===== config.mk =====
export PLATFORM = sky130hd
export DESIGN_NAME = cva5_multi_fifo
export DESIGN_NICKNAME = d
export VERILOG_FILES = /design/src/rtl/cva5_multi_fifo_pkg.sv /design/src/rtl/cva5_fifo_channel.sv /design/src/rtl/lutram_1w_1r.sv /design/src/rtl/cva5_multi_fifo.sv
export SDC_FILE = /design/constraint.sdc
export NUM_CORES = 1
export LEC_CHECK = 0
export CAP_MARGIN = 20
export CORE_MARGIN = 2
export CORE_UTILIZATION = 29
export DETAILED_ROUTE_END_ITERATION = 10
export GPL_ROUTABILITY_DRIVEN = 0
export GPL_TIMING_DRIVEN = 1
export PLACE_DENSITY_LB_ADDON = 0.1
export SLEW_MARGIN = 20
export SYNTH_ARGS = -nofsm -noshare
export SYNTH_HDL_FRONTEND = slang
export SYNTH_HIERARCHICAL = 1
export SYNTH_SLANG_ARGS = --single-unit
export TNS_END_PERCENT = 30

===== constraint.sdc =====
create_clock -name clk -period 3.5 [get_ports clk]
set_input_delay 0.7 -clock clk [delete_from_list [all_inputs] [get_ports clk]]
set_output_delay 0.7 -clock clk [all_outputs]
set_load 0.1 [all_outputs]

===== src/rtl/cva5_multi_fifo_pkg.sv =====
// cva5_multi_fifo_pkg: width helpers shared by the multi-channel FIFO and its channel queues (no ports)
package cva5_multi_fifo_pkg;
  function automatic int cnt_w(input int depth);
    return $clog2(depth + 1);
  endfunction
  function automatic int ptr_w(input int depth);
    return depth > 1 ? $clog2(depth) : 1;
  endfunction
endpackage


===== src/rtl/cva5_fifo_channel.sv =====
// cva5_fifo_channel: one FWFT queue with flush, status flags and occupancy (clk, rst, potential_push, push, pop, flush, data_in -> data_out, valid, full, almost_full, count)
module cva5_fifo_channel
  import cva5_multi_fifo_pkg::*;
#(
  parameter int DATA_WIDTH = 32,
  parameter int FIFO_DEPTH = 4,
  parameter int ALMOST_FULL_THRESHOLD = FIFO_DEPTH - 1,
  parameter int CHANNEL = 0
) (
  input  logic                            clk,
  input  logic                            rst,
  input  logic                            potential_push,
  input  logic                            push,
  input  logic                            pop,
  input  logic                            flush,
  input  logic [DATA_WIDTH-1:0]           data_in,
  output logic [DATA_WIDTH-1:0]           data_out,
  output logic                            valid,
  output logic                            full,
  output logic                            almost_full,
  output logic [cnt_w(FIFO_DEPTH)-1:0]    count
);
  localparam int COUNT_W = cnt_w(FIFO_DEPTH);
  localparam int LOG2_DEPTH = ptr_w(FIFO_DEPTH);
  logic [COUNT_W-1:0] count_q, count_d;
  always_comb count_d = flush ? '0 : count_q + COUNT_W'(push) - COUNT_W'(pop);
  always_ff @(posedge clk) count_q <= rst ? '0 : count_d;
  assign count = count_q;
  assign valid = count_q != '0;
  assign full = count_q == COUNT_W'(FIFO_DEPTH);
  assign almost_full = count_q >= COUNT_W'(ALMOST_FULL_THRESHOLD);
  if (FIFO_DEPTH == 1) begin : g_reg
    logic [DATA_WIDTH-1:0] data_q;
    always_ff @(posedge clk) if (potential_push) data_q <= data_in;
    assign data_out = data_q;
  end else if (FIFO_DEPTH == 2) begin : g_shift
    logic [DATA_WIDTH-1:0] sr_q [2];
    always_ff @(posedge clk) begin
      if (push) begin
        sr_q[1] <= sr_q[0];
        sr_q[0] <= data_in;
      end
    end
    assign data_out = count_q[1] ? sr_q[1] : sr_q[0];
  end else begin : g_ram
    logic [LOG2_DEPTH-1:0] rd_q, rd_d, wr_q, wr_d;
    always_comb begin
      rd_d = flush ? '0 : rd_q + LOG2_DEPTH'(pop);
      wr_d = flush ? '0 : wr_q + LOG2_DEPTH'(push);
    end
    always_ff @(posedge clk) begin
      rd_q <= rst ? '0 : rd_d;
      wr_q <= rst ? '0 : wr_d;
    end
    lutram_1w_1r #(.WIDTH(DATA_WIDTH), .DEPTH(2 ** LOG2_DEPTH)) u_ram (
      .clk(clk),
      .waddr_i(wr_q),
      .raddr_i(rd_q),
      .ram_write_i(potential_push),
      .ram_data_i(data_in),
      .ram_data_o(data_out)
    );
  end
  a_overflow: assert property (@(posedge clk) disable iff (rst) (push | potential_push) |-> (!full | pop))
    else $error("cva5_multi_fifo: push while full without pop on channel %0d", CHANNEL);
  a_underflow: assert property (@(posedge clk) disable iff (rst) pop |-> valid)
    else $error("cva5_multi_fifo: pop while empty on channel %0d", CHANNEL);
  a_push_pp: assert property (@(posedge clk) disable iff (rst) push |-> potential_push)
    else $error("cva5_multi_fifo: push without potential_push on channel %0d", CHANNEL);
endmodule


===== src/rtl/lutram_1w_1r.sv =====
// lutram_1w_1r: LUT RAM, one synchronous write port and one asynchronous read port (clk, waddr_i, raddr_i, ram_write_i, ram_data_i -> ram_data_o)
module lutram_1w_1r #(
  parameter int WIDTH = 32,
  parameter int DEPTH = 4
) (
  input  logic                     clk,
  input  logic [$clog2(DEPTH)-1:0] waddr_i,
  input  logic [$clog2(DEPTH)-1:0] raddr_i,
  input  logic                     ram_write_i,
  input  logic [WIDTH-1:0]         ram_data_i,
  output logic [WIDTH-1:0]         ram_data_o
);
  logic [WIDTH-1:0] ram_q [DEPTH];
  always_ff @(posedge clk) if (ram_write_i) ram_q[waddr_i] <= ram_data_i;
  assign ram_data_o = ram_q[raddr_i];
endmodule


===== src/rtl/cva5_multi_fifo.sv =====
// cva5_multi_fifo: bank of NUM_CHANNELS independent FWFT queues (clk, rst, per-channel potential_push/push/pop/flush/data_in -> data_out/valid/full/almost_full/count)
module cva5_multi_fifo
  import cva5_multi_fifo_pkg::*;
#(
  parameter int NUM_CHANNELS = 3,
  parameter int DATA_WIDTH = 32,
  parameter int FIFO_DEPTH = 4,
  parameter int ALMOST_FULL_THRESHOLD = FIFO_DEPTH - 1
) (
  input  logic                                     clk,
  input  logic                                     rst,
  input  logic [NUM_CHANNELS-1:0]                  potential_push,
  input  logic [NUM_CHANNELS-1:0]                  push,
  input  logic [NUM_CHANNELS*DATA_WIDTH-1:0]       data_in,
  input  logic [NUM_CHANNELS-1:0]                  pop,
  input  logic [NUM_CHANNELS-1:0]                  flush,
  output logic [NUM_CHANNELS*DATA_WIDTH-1:0]       data_out,
  output logic [NUM_CHANNELS-1:0]                  valid,
  output logic [NUM_CHANNELS-1:0]                  full,
  output logic [NUM_CHANNELS-1:0]                  almost_full,
  output logic [NUM_CHANNELS*cnt_w(FIFO_DEPTH)-1:0] count
);
  localparam int COUNT_W = cnt_w(FIFO_DEPTH);
  for (genvar c = 0; c < NUM_CHANNELS; c++) begin : g_ch
    cva5_fifo_channel #(
      .DATA_WIDTH(DATA_WIDTH),
      .FIFO_DEPTH(FIFO_DEPTH),
      .ALMOST_FULL_THRESHOLD(ALMOST_FULL_THRESHOLD),
      .CHANNEL(c)
    ) u_ch (
      .clk(clk),
      .rst(rst),
      .potential_push(potential_push[c]),
      .push(push[c]),
      .pop(pop[c]),
      .flush(flush[c]),
      .data_in(data_in[c*DATA_WIDTH +: DATA_WIDTH]),
      .data_out(data_out[c*DATA_WIDTH +: DATA_WIDTH]),
      .valid(valid[c]),
      .full(full[c]),
      .almost_full(almost_full[c]),
      .count(count[c*COUNT_W +: COUNT_W])
    );
  end
endmodule

==> reports/qor.txt <==
OUTCOME
----------------------------------------------------------------------------------------
Status .................................................................... finished, final reports clean

GRT
----------------------------------------------------------------------------------------
Initial antenna violation count ...........................................            3
GRT Total Usage ...........................................................        0.122
Total congestion overflow after global routing ............................            0
Number of global-route vias before repair .................................        7,746
First-pass GRT wire length ................................................      48.6 mm
Largest net degree at the start of global routing .........................           34

YOSYS
----------------------------------------------------------------------------------------
Gate count after technology mapping .......................................          609
Warning count from the yosys run ..........................................            6
Post-Synthesis Cell Area ..................................................   15,000 um2
Post-synth cell types .....................................................           21
Synthesized netlist net count .............................................          737
Syn Area/Cell .............................................................     24.7 um2
Post-synthesis sequential element count ...................................          405
Part of the Yosys area used for sequential elements .......................        0.794

FLOORPLAN
----------------------------------------------------------------------------------------
Height of the die .........................................................       232 um
Overall die area ..........................................................   53,700 um2
Number of placement rows ..................................................           83
Core Box Area .............................................................   51,300 um2
Die Wd ....................................................................       232 um
Num ports .................................................................          224
Initial core utilization ..................................................        0.293

PLACED DESIGN
----------------------------------------------------------------------------------------
DP Wirelength .............................................................      21.2 mm
Total of buffers placed on input and output ports .........................          223

ROUTING
----------------------------------------------------------------------------------------
Mean number of vias per cell ..............................................         4.43
Post-detailed-route count of antenna-violating nets .......................            0
DRC violations left .......................................................            0
Count of vias placed by the detailed router ...............................        7,056
Initial DRC count .........................................................          291
WL/cell ...................................................................      20.5 um
Total wirelength of the detailed-routed design ............................      32.7 mm
Number of iterations in the first detailed-routing pass ...................            4

CRITICAL PATH
----------------------------------------------------------------------------------------
Type of destination of the critical path ..................................   output pin
Largest driver fanout on the critical path ................................           14
Type of the setup path with the least slack ............................... register to output pin
Data required time at the worst endpoint ..................................      2800 ps
Startpoint kind of the worst setup timing path ............................     register
Arrival time of the worst setup path ......................................      2310 ps

TIMING
----------------------------------------------------------------------------------------
Pin slew with the least headroom to its limit .............................       975 ps
Setup repair after global routing missed its margin .......................           no
Final setup violation count ...............................................            0
Final Skew ................................................................      23.5 ps
Portion of the clock cycle consumed by the worst path in the final layout .        0.860
Worst-case headroom to the max-slew limit .................................        0.348
Final critical delay including setup and external delays ..................      3010 ps
F_max .....................................................................      332 MHz
Max-slew violation count ..................................................            0
Worst hold-check slack ....................................................       574 ps
Final hold vios ...........................................................            0

FINISH
----------------------------------------------------------------------------------------
Layout Utilization ........................................................        0.398
Area taken by multi-input logic gates .....................................     2830 um2
Area growth, synth to finish ..............................................        35.8%
Ant diodes ................................................................            0
Most common library cell in the layout ignoring fill and taps .............     edfxtp_1
Nets ......................................................................        1,008
Count of fill cells added during filler insertion .........................        4,593
Highest-count cells in the layout ignoring fill and taps .................. 384 x edfxtp_1, 113 x clkdlybuf4s50_1, 98 x buf_12
Layout cells sized above 1 ................................................        0.318
Flip-flop and latch area ..................................................   12,000 um2

CTS
----------------------------------------------------------------------------------------
CTS tree ..................................................................          yes
Number of buffers inserted by post-CTS setup repair .......................            0
Cell at the root of the clock tree ........................................    clkbuf_16
Sinks on Clock Net ........................................................          405
Hold_buf cts ..............................................................            0
CTS clk-pin slew, worst paths .............................................        60 ps
Worst-Skew Late Latency ...................................................       560 ps
Maximum buffer depth of the clock tree ....................................            3
Gates resized, CTS repair .................................................            0
H-tree levels .............................................................            2
Num CTS Buffers ...........................................................           45

POWER AND IR DROP
----------------------------------------------------------------------------------------
Worst IR Drop VDD .........................................................     0.323 mV
Total leakage power .......................................................      6.77 nW
Power per standard cell area ..............................................   584 nW/um2
Power consumption .........................................................      11.9 mW

FLOW RUN
----------------------------------------------------------------------------------------
Max-cap violations ........................................................            0

HOLD PATH
----------------------------------------------------------------------------------------
Class of the tightest hold or removal check ............................... register to register

[cell families (layout without fill, tap and decap cells)]
logic type,count (synthesis),count (layout),share of synthesized area
and+or+nand+nor,45,45,0.0177
xor gates and xnor gates,9,9,0.00524
muxes,96,96,0.145
AOI/OAI and AO/OA,3,3,0.000997
DFF,405,405,0.794
adders and majority gates,18,18,0.0165
buffers and inverters,33,337,0.0202
[Yosys cell counts (all sizes together)]
| cell | number | area [um2] |
|---|---|---|
| mux4 | 96 | 2180 |
| nor3b | 3 | 22.5 |
| fa | 3 | 60.1 |
| and3 | 3 | 18.8 |
| o21ai | 3 | 15.0 |
| xnor2 | 6 | 52.6 |
| edfxtp | 384 | 11500 |
| nor3 | 15 | 75.1 |
| or3 | 3 | 18.8 |
| and2 | 9 | 56.3 |
| ha | 15 | 188 |
| nor2 | 3 | 11.3 |
| buf | 21 | 259 |
| inv | 12 | 45.0 |
| dfxtp | 21 | 420 |
| xor2 | 3 | 26.3 |
| nand2 | 3 | 11.3 |
| and3b | 6 | 52.6 |
[power breakdown]
| part | total (mW) | internal, mW | switching, mW | leakage, nW |
|---|---|---|---|---|
| Clock | 4.50 | 2.69 | 1.81 | 0.687 |
| Sequential | 5.49 | 5.44 | 0.0511 | 3.70 |
| Combinational | 1.94 | 0.678 | 1.26 | 2.39 |
[routing by layer]
layer  track usage  part of all wire  vias to the layer above
met4        0.0385             0.021                        6
met3        0.0377             0.065                       54
li1              -                 -                     3116
met2         0.204              0.50                      188
met5             0            0.0014                        -
met1         0.151              0.41                     3692
[worst paths after layout]
| check | startpoint | endpoint | slack (ps) | depth (start not counted) |
|---|---|---|---|---|
| setup / recovery | g_ch[2].u_ch/g_ram.rd_q[0] | data_out[71] | 490 | 3 |
| hold / removal | g_ch[1].u_ch/g_ram.wr_q[1] | g_ch[1].u_ch/g_ram.wr_q[1] | 570 | 2 |
| setup reg to reg | g_ch[0].u_ch/count[0] | g_ch[0].u_ch/count[2] | 1750 | 8 |
| hold reg to reg | g_ch[1].u_ch/g_ram.wr_q[1] | g_ch[1].u_ch/g_ram.wr_q[1] | 570 | 2 |
[registers in the layout, summed over array words and instances (netlist names)]
name,flops
g_ch.u_ch/g_ram.u_ram/ram_q,384
g_ch.u_ch/g_ram.rd_q,6
g_ch.u_ch/count,9
g_ch.u_ch/g_ram.wr_q,6
[final cells by class]
cell class,instances,area share
Tap cell,680,0.0416
Timing Repair Buffer,245,0.164
Clock inverter,25,0.0110
Sequential cell,405,0.585
Inverter,12,0.00220
Multi-Input combinational cell,171,0.138
Clock buffer,55,0.0580
[metrics by stage]
| step | TNS, ps | setup WS, ps | area [um2] | instances |
|---|---|---|---|---|
| after global placement | 0 | 988 | 19000 | 1513 |
| after floorplan | -2420 | -37.9 | 15100 | 609 |
| final | 0 | 490 | 20400 | 1593 |
| after CTS | 0 | 378 | 20400 | 1593 |
| after global routing | 0 | 316 | 20400 | 1593 |
| after detailed placement | 0 | 980 | 19000 | 1513 |
[worst max-delay path, stage by stage (launching register included)]
cell and delay, ps:
dfxtp_2 580, buf_4 380, mux4_2 590, buf_12 190
Note: power is estimated with default switching activity, not from simulation.
